File: src/rtl/ftdi_tx_mass_gen_pkg.sv
// Shared state encoding and tail-beat keep decode for the TX mass generator.
package ftdi_tx_mass_gen_pkg;

  typedef enum logic {
    S_LEN = 1'b0,
    S_TX  = 1'b1
  } state_e;

  localparam int BEAT_BYTES = 4;

  // Keep mask for a final beat carrying 1..3 valid bytes.
  function automatic logic [3:0] tail_keep(input logic [1:0] n);
    logic [3:0] k;
    case (n)
      2'd1:    k = 4'h1;
      2'd2:    k = 4'h3;
      2'd3:    k = 4'h7;
      default: k = 4'h0;
    endcase
    return k;
  endfunction

endpackage

File: src/rtl/ftdi_tx_mass_gen.sv
// Collects a 4-byte LE length from RX, then streams that many counting-pattern bytes on 32-bit TX.
// First TX beat one cycle after the 4th length byte; beats held stable under tx_tready backpressure.
module ftdi_tx_mass_gen
  import ftdi_tx_mass_gen_pkg::*;
#(
  parameter int LEN_W = 32
) (
  input  logic        clk,
  input  logic        rst,
  output logic        rx_tready,
  input  logic        rx_tvalid,
  input  logic [7:0]  rx_tdata,
  input  logic        tx_tready,
  output logic        tx_tvalid,
  output logic [31:0] tx_tdata,
  output logic [3:0]  tx_tkeep,
  output logic        tx_tlast,
  output logic        busy,
  output logic [15:0] xfer_cnt
);

  localparam int BEAT_W = LEN_W - 2;

  state_e             state_q, state_d;
  logic [LEN_W-9:0]   len_q, len_d;
  logic [1:0]         idx_q, idx_d;
  logic [LEN_W-1:0]   left_q, left_d;
  logic [LEN_W-1:0]   len_full;
  logic [BEAT_W-1:0]  beat_q, beat_d;
  logic [15:0]        xfer_q, xfer_d;
  logic [7:0]         base;
  logic               in_tx;
  logic               last_beat;

  always_comb begin
    state_d  = state_q;
    len_d    = len_q;
    idx_d    = idx_q;
    left_d   = left_q;
    beat_d   = beat_q;
    xfer_d   = xfer_q;
    len_full = {rx_tdata, len_q};

    case (state_q)
      S_LEN: begin
        if (rx_tvalid) begin
          idx_d = idx_q + 2'd1;
          case (idx_q)
            2'd0: len_d[7:0]   = rx_tdata;
            2'd1: len_d[15:8]  = rx_tdata;
            2'd2: len_d[23:16] = rx_tdata;
            default: begin
              left_d = len_full;
              beat_d = '0;
              // A zero-length request completes without ever raising tx_tvalid.
              if (len_full == '0) begin
                xfer_d = xfer_q + 16'd1;
              end else begin
                state_d = S_TX;
              end
            end
          endcase
        end
      end
      S_TX: begin
        if (tx_tready) begin
          beat_d = beat_q + BEAT_W'(1);
          left_d = (left_q > LEN_W'(BEAT_BYTES)) ? left_q - LEN_W'(BEAT_BYTES) : '0;
          if (left_q <= LEN_W'(BEAT_BYTES)) begin
            state_d = S_LEN;
            xfer_d  = xfer_q + 16'd1;
          end
        end
      end
    endcase
  end

  always_ff @(posedge clk) begin
    if (rst) begin
      state_q <= S_LEN;
      len_q   <= '0;
      idx_q   <= '0;
      left_q  <= '0;
      beat_q  <= '0;
      xfer_q  <= '0;
    end else begin
      state_q <= state_d;
      len_q   <= len_d;
      idx_q   <= idx_d;
      left_q  <= left_d;
      beat_q  <= beat_d;
      xfer_q  <= xfer_d;
    end
  end

  // Stream outputs decode only registered state, so they cannot change while stalled.
  assign in_tx     = (state_q == S_TX);
  assign last_beat = (left_q <= LEN_W'(BEAT_BYTES));
  assign base      = {beat_q[5:0], 2'b00};

  assign rx_tready = ~in_tx;
  assign tx_tvalid = in_tx;
  assign busy      = in_tx;
  assign xfer_cnt  = xfer_q;
  assign tx_tlast  = in_tx & last_beat;
  assign tx_tdata  = in_tx ? {base + 8'd3, base + 8'd2, base + 8'd1, base} : 32'h0;
  assign tx_tkeep  = !in_tx ? 4'h0 :
                     (left_q >= LEN_W'(BEAT_BYTES)) ? 4'hF : tail_keep(left_q[1:0]);

endmodule

File: config.mk
export PLATFORM = sky130hd
export DESIGN_NAME = ftdi_tx_mass_gen
export DESIGN_NICKNAME = d
export VERILOG_FILES = /design/src/rtl/ftdi_tx_mass_gen_pkg.sv /design/src/rtl/ftdi_tx_mass_gen.sv
export SDC_FILE = /design/constraint.sdc
export NUM_CORES = 1
export LEC_CHECK = 0
export BUFFER_PORTS_ARGS = -buffer_cell sky130_fd_sc_hd__buf_2
export CELL_PAD_IN_SITES_DETAIL_PLACEMENT = 0
export CELL_PAD_IN_SITES_GLOBAL_PLACEMENT = 1
export CORE_MARGIN = 10
export CORE_UTILIZATION = 42
export DETAILED_ROUTE_END_ITERATION = 8
export GPL_ROUTABILITY_DRIVEN = 0
export PLACE_DENSITY = 0.91
export RECOVER_POWER = 100
export SLEW_MARGIN = 25
export SYNTH_ARGS = -nofsm -noshare
export SYNTH_HDL_FRONTEND = slang
export SYNTH_SLANG_ARGS = --single-unit
File: constraint.sdc
create_clock -name clk -period 3.26 [get_ports clk]
set_clock_uncertainty 0.15 [all_clocks]
set_input_delay 0.163 -clock clk [delete_from_list [all_inputs] [get_ports clk]]
set_output_delay 0.163 -clock clk [all_outputs]
set_load 0.02 [all_outputs]
# Word level (Yosys, flattened, before mapping)
# Cells that the tools add are included.
[op_classes]
eq_ne = 10
order_cmp = 3
n_addsub = 7
muxes = 25
reduce_logical = 9
bitwise = 2
[op_table]
columns = ["operator", "count"]
rows = [
  ["two-way mux 32 bit", 5],
  ["two-way mux 30 bit", 3],
  ["two-way mux 16 bit", 5],
  ["one-hot mux 32 bit (2 select lines)", 1],
  ["one-hot mux 30 bit (2 select lines)", 1],
  ["greater-or-equal comparator 32 x 3 -> 1 bit, second input constant", 1],
  ["> comparator 32 x 3 -> 1 bit, second input constant", 1],
  ["<= comparator 32 x 3 -> 1 bit, second input constant", 1],
  ["zero test 32 bit", 1],
  ["one-hot mux 16 bit (2 select lines)", 1],
  ["subtractor 32 x 3 -> 32 bit, second input constant", 1],
  ["adder 30 x 1 -> 30 bit, second input constant", 1],
  ["adder 16 x 1 -> 16 bit, second input constant", 1],
  ["adder 8 x 2 -> 8 bit, second input constant", 2],
  ["AND reduction 3 bit", 4],
  ["one-hot mux 3 bit (3 select lines)", 1],
  ["adder 8 x 1 -> 8 bit, second input constant", 1],
  ["two-way mux 4 bit", 2],
  ["== test 2 bit, second input constant", 3],
  ["!= test 2 x 1 -> 1 bit, second input constant", 3],
  ["two-way mux 1 bit", 5],
  ["AND reduction 5 bit", 1],
  ["== test 2 x 1 -> 1 bit, second input constant", 2],
  ["!= test 2 bit, second input constant", 2],
  ["7 further kinds", 7],
]
[word_totals]
out_inout_bits = 56
reg_bits = 105
elab_cells = 64
inputBits = 12

# Depth between registers and ports, before layout
# Gate-level depths: netlist (run 1).
[depth]
depth_word = 5
ltp_mapped = 10
depth_no_buf = 8

# Least setup slack after synthesis (run 1)
# Ideal clock, no wire load.
[synth_path]
path_kind = "register -> register"
startpoint = "reg left_q[10]"
endpoint = "reg xfer_q[14] (netlist: xfer_cnt[14])"
setup_ps = 70
required_time_ps = 3040
stages_incl_launch_ff = 8
path_slack_ps = 850
n_path_buf = 1
arrival_ps = 2189
period_less_slack_ps = 2410
path_cell_list = "dfxtp_1 > nor4_4 > nand4_4 > nor4_4 > a22oi_2 > buf_6 > or4_1 > a21oi_1"
[synth_between]
elab_chain_len = 3
[synth_rtl]
columns = ["item", "line_no", "source"]
rows = [
  ["start: declaration", "ftdi_tx_mass_gen.sv:27", "logic [LEN_W-1:0] left_q, left_d;"],
  ["start signal: assignment", "ftdi_tx_mass_gen.sv:90", "left_q <= left_d;"],
  ["<= comparator 32 x 3 -> 1 bit", "ftdi_tx_mass_gen.sv:69", "if (left_q <= LEN_W'(BEAT_BYTES)) begin"],
  ["!= test 2 x 1 -> 1 bit (no line)", "--", ""],
  ["AND reduction 5 bit (no line)", "--", ""],
  ["end signal: assignment", "ftdi_tx_mass_gen.sv:92", "xfer_q <= xfer_d;"],
  ["end: declaration", "ftdi_tx_mass_gen.sv:30", "logic [15:0] xfer_q, xfer_d;"],
]
# No other way between the ends.
# A chain may end at the register's enable or synchronous reset.

# Worst setup path in the final report (run 1)
[layout_path]
startpoint = "reg left_q[6]"
endpoint = "out tx_tkeep[1]"
[layout_between]
elab_chain_len = 3
[layout_rtl]
columns = ["item", "line_no", "source"]
rows = [
  ["greater-or-equal comparator 32 x 3 -> 1 bit", "ftdi_tx_mass_gen.sv:108", "(left_q >= LEN_W'(BEAT_BYTES)) ? 4'hF : tail_keep(left_q[1:0]);"],
  ["two-way mux 4 bit", "ftdi_tx_mass_gen.sv:108", ""],
  ["two-way mux 4 bit", "ftdi_tx_mass_gen.sv:107", "assign tx_tkeep = !in_tx ? 4'h0 :"],
  ["end: declaration", "ftdi_tx_mass_gen.sv:16", "output logic [3:0] tx_tkeep,"],
]
# No other way between the ends.

==> results.txt, run 1 <==
DR pass1 iterations - 5
Leakage power - 1.82 nW
Remaining antenna violation count - 0
Die Footprint - 14900 um^2
Slew @ Worst Pin - 1.19 ns
Largest family of logic cells by synthesized area - simple AND/OR/NAND/NOR gates
Post-synth EDFFs - 0
Top cells by count, synth - dfxtp_1, nand2_1, a21oi_1
Total negative slack - 0 ns
CP cell instances - nor4_4, nand3_1, or2_2, o31ai_1, nand2_1, clkbuf_2
Final setup vio count - 0
Post-synthesis simple-gate area fraction - 0.300
Worst-path clk slew - 0.08 ns
Via density - 5.71
Period Utilization, post-route - 0.917
Design area - 4840 um^2
Max Cap Viol - 0
Peak Freq - 334 MHz
Internal power - 0.00145 W
Mapped Avg Cell Area - 7.95 um^2
Die Ht - 122 um
Switching share of power - 0.273
Post-synthesis cell area - 4380 um^2
Clock Power Share - 0.337
Max clock buf depth - 2
Sink Count - 81
CTS tree - yes
Most numerous cell in the Yosys netlist - dfxtp_1
Critical Path Fanout Max - 8
Min-Delay Path Class - in2reg
P_sw - 0.000547 W
Detailed placer's ending HPWL - 8550 um
WL met3 - 1040 um
Via count - 4161
Root Buffer Master - clkbuf_8
Port Buffers - 63
Dominant cell type by area after synthesis - dfxtp_1
Min Tclk post-route - 2.99 ns
Diodes inserted - 0
Final Max Slew Viols - 0
Primary FF master, synth - dfxtp_1
Startpoint types - flop
Slew headroom - 0.207
Die width - 122 um
Register bit total from synthesis - 81
Post-Syn Instances - 551
Number of library cell types mapped by synthesis - 53
Sequential share of power - 0.523
Skew-Pair Late Insertion Delay - 0.35 ns
Ys Warns - 0
First-pass GRT wire length - 19300 um
Share of layout cells above drive strength 1 - 0.0927
Mux cell area share after synthesis - 0.00743
Drt initial violations - 313
Adder-cell area share of the yosys netlist - 0.0229
GRT overflow - 0
Power Total - 0.00200 W
GRT Overall Usage - 0.157
Hold Fails Final Rpt - 0
Number of global-route vias before repair - 3892
Sequential element share of the synthesized area - 0.370
Met2 WL - 5280 um
CP endpoint kind - output port
DR WL/cell - 16.4 um
Asr flop ratio synth - 0
Post-layout util - 0.473
Critical path class - reg2out
Critical path arrival - 2.68 ns
IO Pins - 68
Initial antenna violation count - 0
Outcome - complete, no violations
Metal-1 WL - 5440 um
Num rows - 37
Area post-placement - 4650 um^2
Largest net degree at the start of global routing - 51
Peak supply drop - 320 uV
Top cells by area, synth - dfxtp_1, a21oi_1, nand2_1
Slowest cell on crit path - o31ai_1
CP peak stage delay - 0.53 ns
Residual DRC - 0
Core area - 10200 um^2
WL final - 11900 um
Worst EP required - 2.95 ns
Compound-gate portion of the synthesized area - 0.180
Area growth syn-to-layout - 10.5%
RSZ-0062 raised after global routing - false
Post-Synth XOR/XNOR Area - 0.0340
Top cell type's share of synthesized area - 0.370
Uppermost routed layer - met4
Clock buffer count from CTS - 9
Pwr dens - 414 nW/um^2
Fin nets - 611
Logic gate share of total power - 0.140
Clock H-tree levels - 3
Initial Utilization - 0.428
critical path, delay by kind of cell, from the launching register on:
family | cells | cell delay [ns]
compound gates | 1 | 0.53
buf+inv | 1 | 0.18
flops | 1 | 0.41
simple gates | 4 | 1.20
timing repair:
action | 4_1_cts | 5_1_grt
hold buffers | 9 | 0
setup buffers | 0 | 0
resized for setup | 0 | 0
endpoints found under the hold margin | 22 | 0
endpoints found under the setup margin | 0 | 0
metal layers:
layer / track usage / up-vias
li1: - / 2045
met1: 0.204 / 1935
met2: 0.245 / 160
met3: 0.0426 / 21
met4: 0.0530 / 0
met5: 0 / -
power by group through the flow:
stage               Clock, W  Sequential (W)  Combinational (W)
floorplan                  0         0.00106           0.000207
global placement           0         0.00107           0.000266
detailed placement         0         0.00107           0.000271
CTS                 0.000694         0.00104           0.000281
global route        0.000729         0.00105           0.000312
finish              0.000674         0.00105           0.000281
state kept, by name, summed over array words and instances, names as in the netlist:
name      count
beat_q        6
busy          1
xfer_cnt     16
left_q       32
len_q        24
idx_q         2
area by class of cell:
class	count	area, um^2
fillers	1034	5390
multi-input cells	403	2400
flip-flops and latches	81	1620
repair buffers	84	432
well taps	136	170
clock buffers	9	124
clock inverters	4	47.5
inverters	12	45.0
kinds of logic (layout without fill, tap and decap cells):
family,after synthesis,count (layout)
AOI/OAI and AO/OA,124,124
xor gates and xnor gates,17,17
adders and majority gates,8,8
buffers and inverters,70,109
DFF,81,81
muxes,3,3
other,1,4
and+or+nand+nor,247,247
through the flow:
step / cells / hold WS (ns) / setup slack [ns]
after floorplan: 554 / 0.149 / 0.850
after global routing: 729 / 0.220 / 0.0291
after CTS: 729 / 0.188 / 0.301
after detailed placement: 707 / 0.314 / 0.514
after global placement: 707 / 0.311 / 0.594
final: 729 / 0.193 / 0.270
placed cells by master (no fill, tap or decap), types with 9 or more instances in the layout:
cell type	n
clkbuf_1	47
nor2_1	43
or4_1	13
a21oi_1	51
a31oi_1	12
clkbuf_8	9
dfxtp_1	81
nand2_1	63
o31ai_1	11
nor4_1	16
a22oi_1	16
o21ai_0	12
nor3_1	20
buf_2	20
xor2_1	13
inv_1	12
dlygate4sd3_1	9
nand3_1	43
worst paths after layout:
check | from | to | slack [ns] | depth (start not counted)
setup / recovery | left_q[6] | tx_tkeep[1] | 0.27 | 6
hold / removal | rst | beat_q[0] | 0.19 | 2
setup reg to reg | busy | left_q[8] | 0.27 | 8
hold reg to reg | len_q[7] | len_q[7] | 0.32 | 2
Power figures use the tool's default switching activity.
==> run 2: changes to the inputs <==
--- a/config.mk
+++ b/config.mk
@@ -8,12 +8,14 @@
 export BUFFER_PORTS_ARGS = -buffer_cell sky130_fd_sc_hd__buf_2
 export CELL_PAD_IN_SITES_DETAIL_PLACEMENT = 0
 export CELL_PAD_IN_SITES_GLOBAL_PLACEMENT = 1
+export CORE_ASPECT_RATIO = 0.6
 export CORE_MARGIN = 10
-export CORE_UTILIZATION = 42
+export CORE_UTILIZATION = 40
 export DETAILED_ROUTE_END_ITERATION = 8
 export GPL_ROUTABILITY_DRIVEN = 0
-export PLACE_DENSITY = 0.91
+export PLACE_DENSITY = 0.88
 export RECOVER_POWER = 100
+export REMOVE_ABC_BUFFERS = 1
 export SLEW_MARGIN = 25
 export SYNTH_ARGS = -nofsm -noshare
 export SYNTH_HDL_FRONTEND = slang
==> results.txt, run 2 (synthesis gave the netlist of run 1 again) <==
Num rows - 29 (-22%)
Worst reg2reg setup slack - 0.23 ns (-0.04 ns)
Diodes inserted - 0 (unchanged)
DR WL/cell - 18.1 um (+11%)
Die Footprint - 15700 um^2 (+5.1%)
Post-layout util - 0.469 (-0.00439)
CTS tree - yes
GRT Overall Usage - 0.169 (+0.0124)
Clock buffer count from CTS - 9 (unchanged)
Sink Count - 81 (unchanged)
Initial antenna violation count - 0 (unchanged)
Max reg flops - 32 (unchanged)
Detailed placer's ending HPWL - 9490 um (+11%)
Hold Fails Final Rpt - 0 (unchanged)
Peak Freq - 330 MHz (-1.3%)
Placed cell count - 710 (+0.42%)
GRT overflow - 0 (unchanged)
Die width - 155 um (+27%)
Critical path arrival - 3.14 ns (+0.46 ns)
Final setup vio count - 0 (unchanged)
DR pass1 iterations - 5 (unchanged)
WL final - 13300 um (+11%)
Via count - 4241 (+1.9%)
Max Cap Viol - 0 (unchanged)
Worst-path clk slew - 0.06 ns (-0.02 ns)
Skew-Pair Late Insertion Delay - 0.35 ns (about the same)
CP endpoint kind - flop
Core area - 10600 um^2 (+3.9%)
Share of layout cells above drive strength 1 - 0.0929 (+0.000157)
R2R Path End - left_q[11]
Worst r2r src - idx_q[0]
Min-Delay Path Class - in2reg
Reg area - 1620 um^2 (unchanged)
Fin nets - 608 (-0.49%)
Most common cell after layout, fill and taps aside - dfxtp_1
Number of global-route vias before repair - 4007 (+3.0%)
Min Tclk post-route - 3.03 ns (+0.0400 ns)
Worst hold margin - 0.0123 ns (-0.181 ns)
Post-CTS Setup Bufs - 0 (unchanged)
Die Ht - 101 um (-17%)
Max clock buf depth - 2 (unchanged)
Slew headroom - 0.174 (-0.0330)
Worst Setup EP - left_q[11]
Worst Setup SP - idx_q[0]
Area growth syn-to-layout - 13.7%
Critical Path Fanout Max - 13 (+5)
Initial Utilization - 0.412 (-0.0161)
Worst-case reg-to-reg path depth - 9 (+1)
Startpoint types - flop
Power Total - 0.00257 W (+28%)
Root Buffer Master - clkbuf_16
Top reg by flops - left_q
Slew @ Worst Pin - 1.24 ns (+0.0495 ns)
First-pass GRT wire length - 21500 um (+11%)
Via density - 5.80 (+1.6%)
Largest net degree at the start of global routing - 39 (-24%)
Critical path class - reg2reg
Peak supply drop - 342 uV (+7.1%)
Area of the multi-input gates - 2390 um^2 (-0.21%)
Layout fillers - 1104 (+6.8%)
Hold Crit Start - rx_tdata[2]
RSZ-0062 raised after global routing - false
Clock H-tree levels - 3 (unchanged)
IO Pins - 68 (unchanged)
Final Instance Count excl. Fillers - 731 (+0.27%)
Period Utilization, post-route - 0.929 (+0.0123)
Leakage power - 1.87 nW (+2.9%)
Port Buffers - 63 (unchanged)
Worst EP required - 3.37 ns (+0.42 ns)
Remaining antenna violation count - 0 (unchanged)
Pwr dens - 515 nW/um^2 (+25%)
Residual DRC - 0 (unchanged)
Leading cell types in the layout, fill and taps excluded - dfxtp_1, nand2_1, a21oi_1, clkbuf_1
Final Max Slew Viols - 0 (unchanged)
Outcome - complete, no violations
Drt initial violations - 382 (+22%)
run 2: cell types whose count changed in the layout (fill, tap and decap cells not counted), moves of 2 or more:
cell           delta
bufinv_16         +3
clkbuf_16         +9
clkbuf_8          -9
clkinv_2          -2
dlygate4sd3_1     -3
run 2: layer usage:
metal	vias to the layer above	track usage	share of wire
li1	2050	-	-
met1	1969	0.231	0.46
met2	205	0.238	0.41
met3	17	0.0639	0.12
met4	0	0.0535	0.012
met5	-	0	0
run 2: report_power, final:
part	leakage, nW	internal, W	switching (W)	total (W)
Clock	0.173	0.000823	0.000413	0.00124
Combinational	1.04	0.0000967	0.000187	0.000283
Sequential	0.655	0.00102	0.0000304	0.00105
Total	1.87	0.00194	0.000630	0.00257
run 2: timing repair:
item / in CTS / in global routing
endpoints found under the setup margin: 0 / 4
endpoints found under the hold margin: 13 / 0
hold buffers: 6 / 0
gates resized for setup: 0 / 1
run 2: worst min path at each step:
| stage | endpoint | cells after the start | slack, ns |
|---|---|---|---|
| 4_1_cts | len_q[10] | 3 | 0.0002 |
| 6_report | len_q[10] | 3 | 0.01 |
| 2_1_floorplan | beat_q[1] | 1 | 0.08 |
| 3_3_place_gp | len_q[17] | 2 | 0.31 |
| 3_5_place_dp | len_q[17] | 2 | 0.31 |
| 5_1_grt | len_q[13] | 3 | 0.02 |
run 2: critical path: stages (launching register included):
cell and delay, ns:
dfxtp_1 0.40, ha_1 0.21, and3b_1 0.39, clkbuf_1 0.49, nor2_1 0.11, clkbuf_1 0.33
or4_1 0.55, nand2_1 0.08, nand2_1 0.05, a31oi_1 0.18
run 2: stage by stage:
step	worst slack, ns	instance area (um^2)	setup TNS (ns)
after floorplan	-0.388	4060	-7.15
after global placement	0.533	4640	0
after detailed placement	0.462	4640	0
after CTS	0.155	5060	0
after global routing	0.0490	4980	0
final	0.230	4980	0
run 2: final cells by class:
| class | instances | share of cell area |
|---|---|---|
| flip-flops and latches | 81 | 0.326 |
| clock buffers | 10 | 0.0460 |
| multi-input cells | 403 | 0.481 |
| inverters | 12 | 0.00904 |
| repair buffers | 81 | 0.0781 |
| clock inverters | 5 | 0.0259 |
| well taps | 139 | 0.0349 |
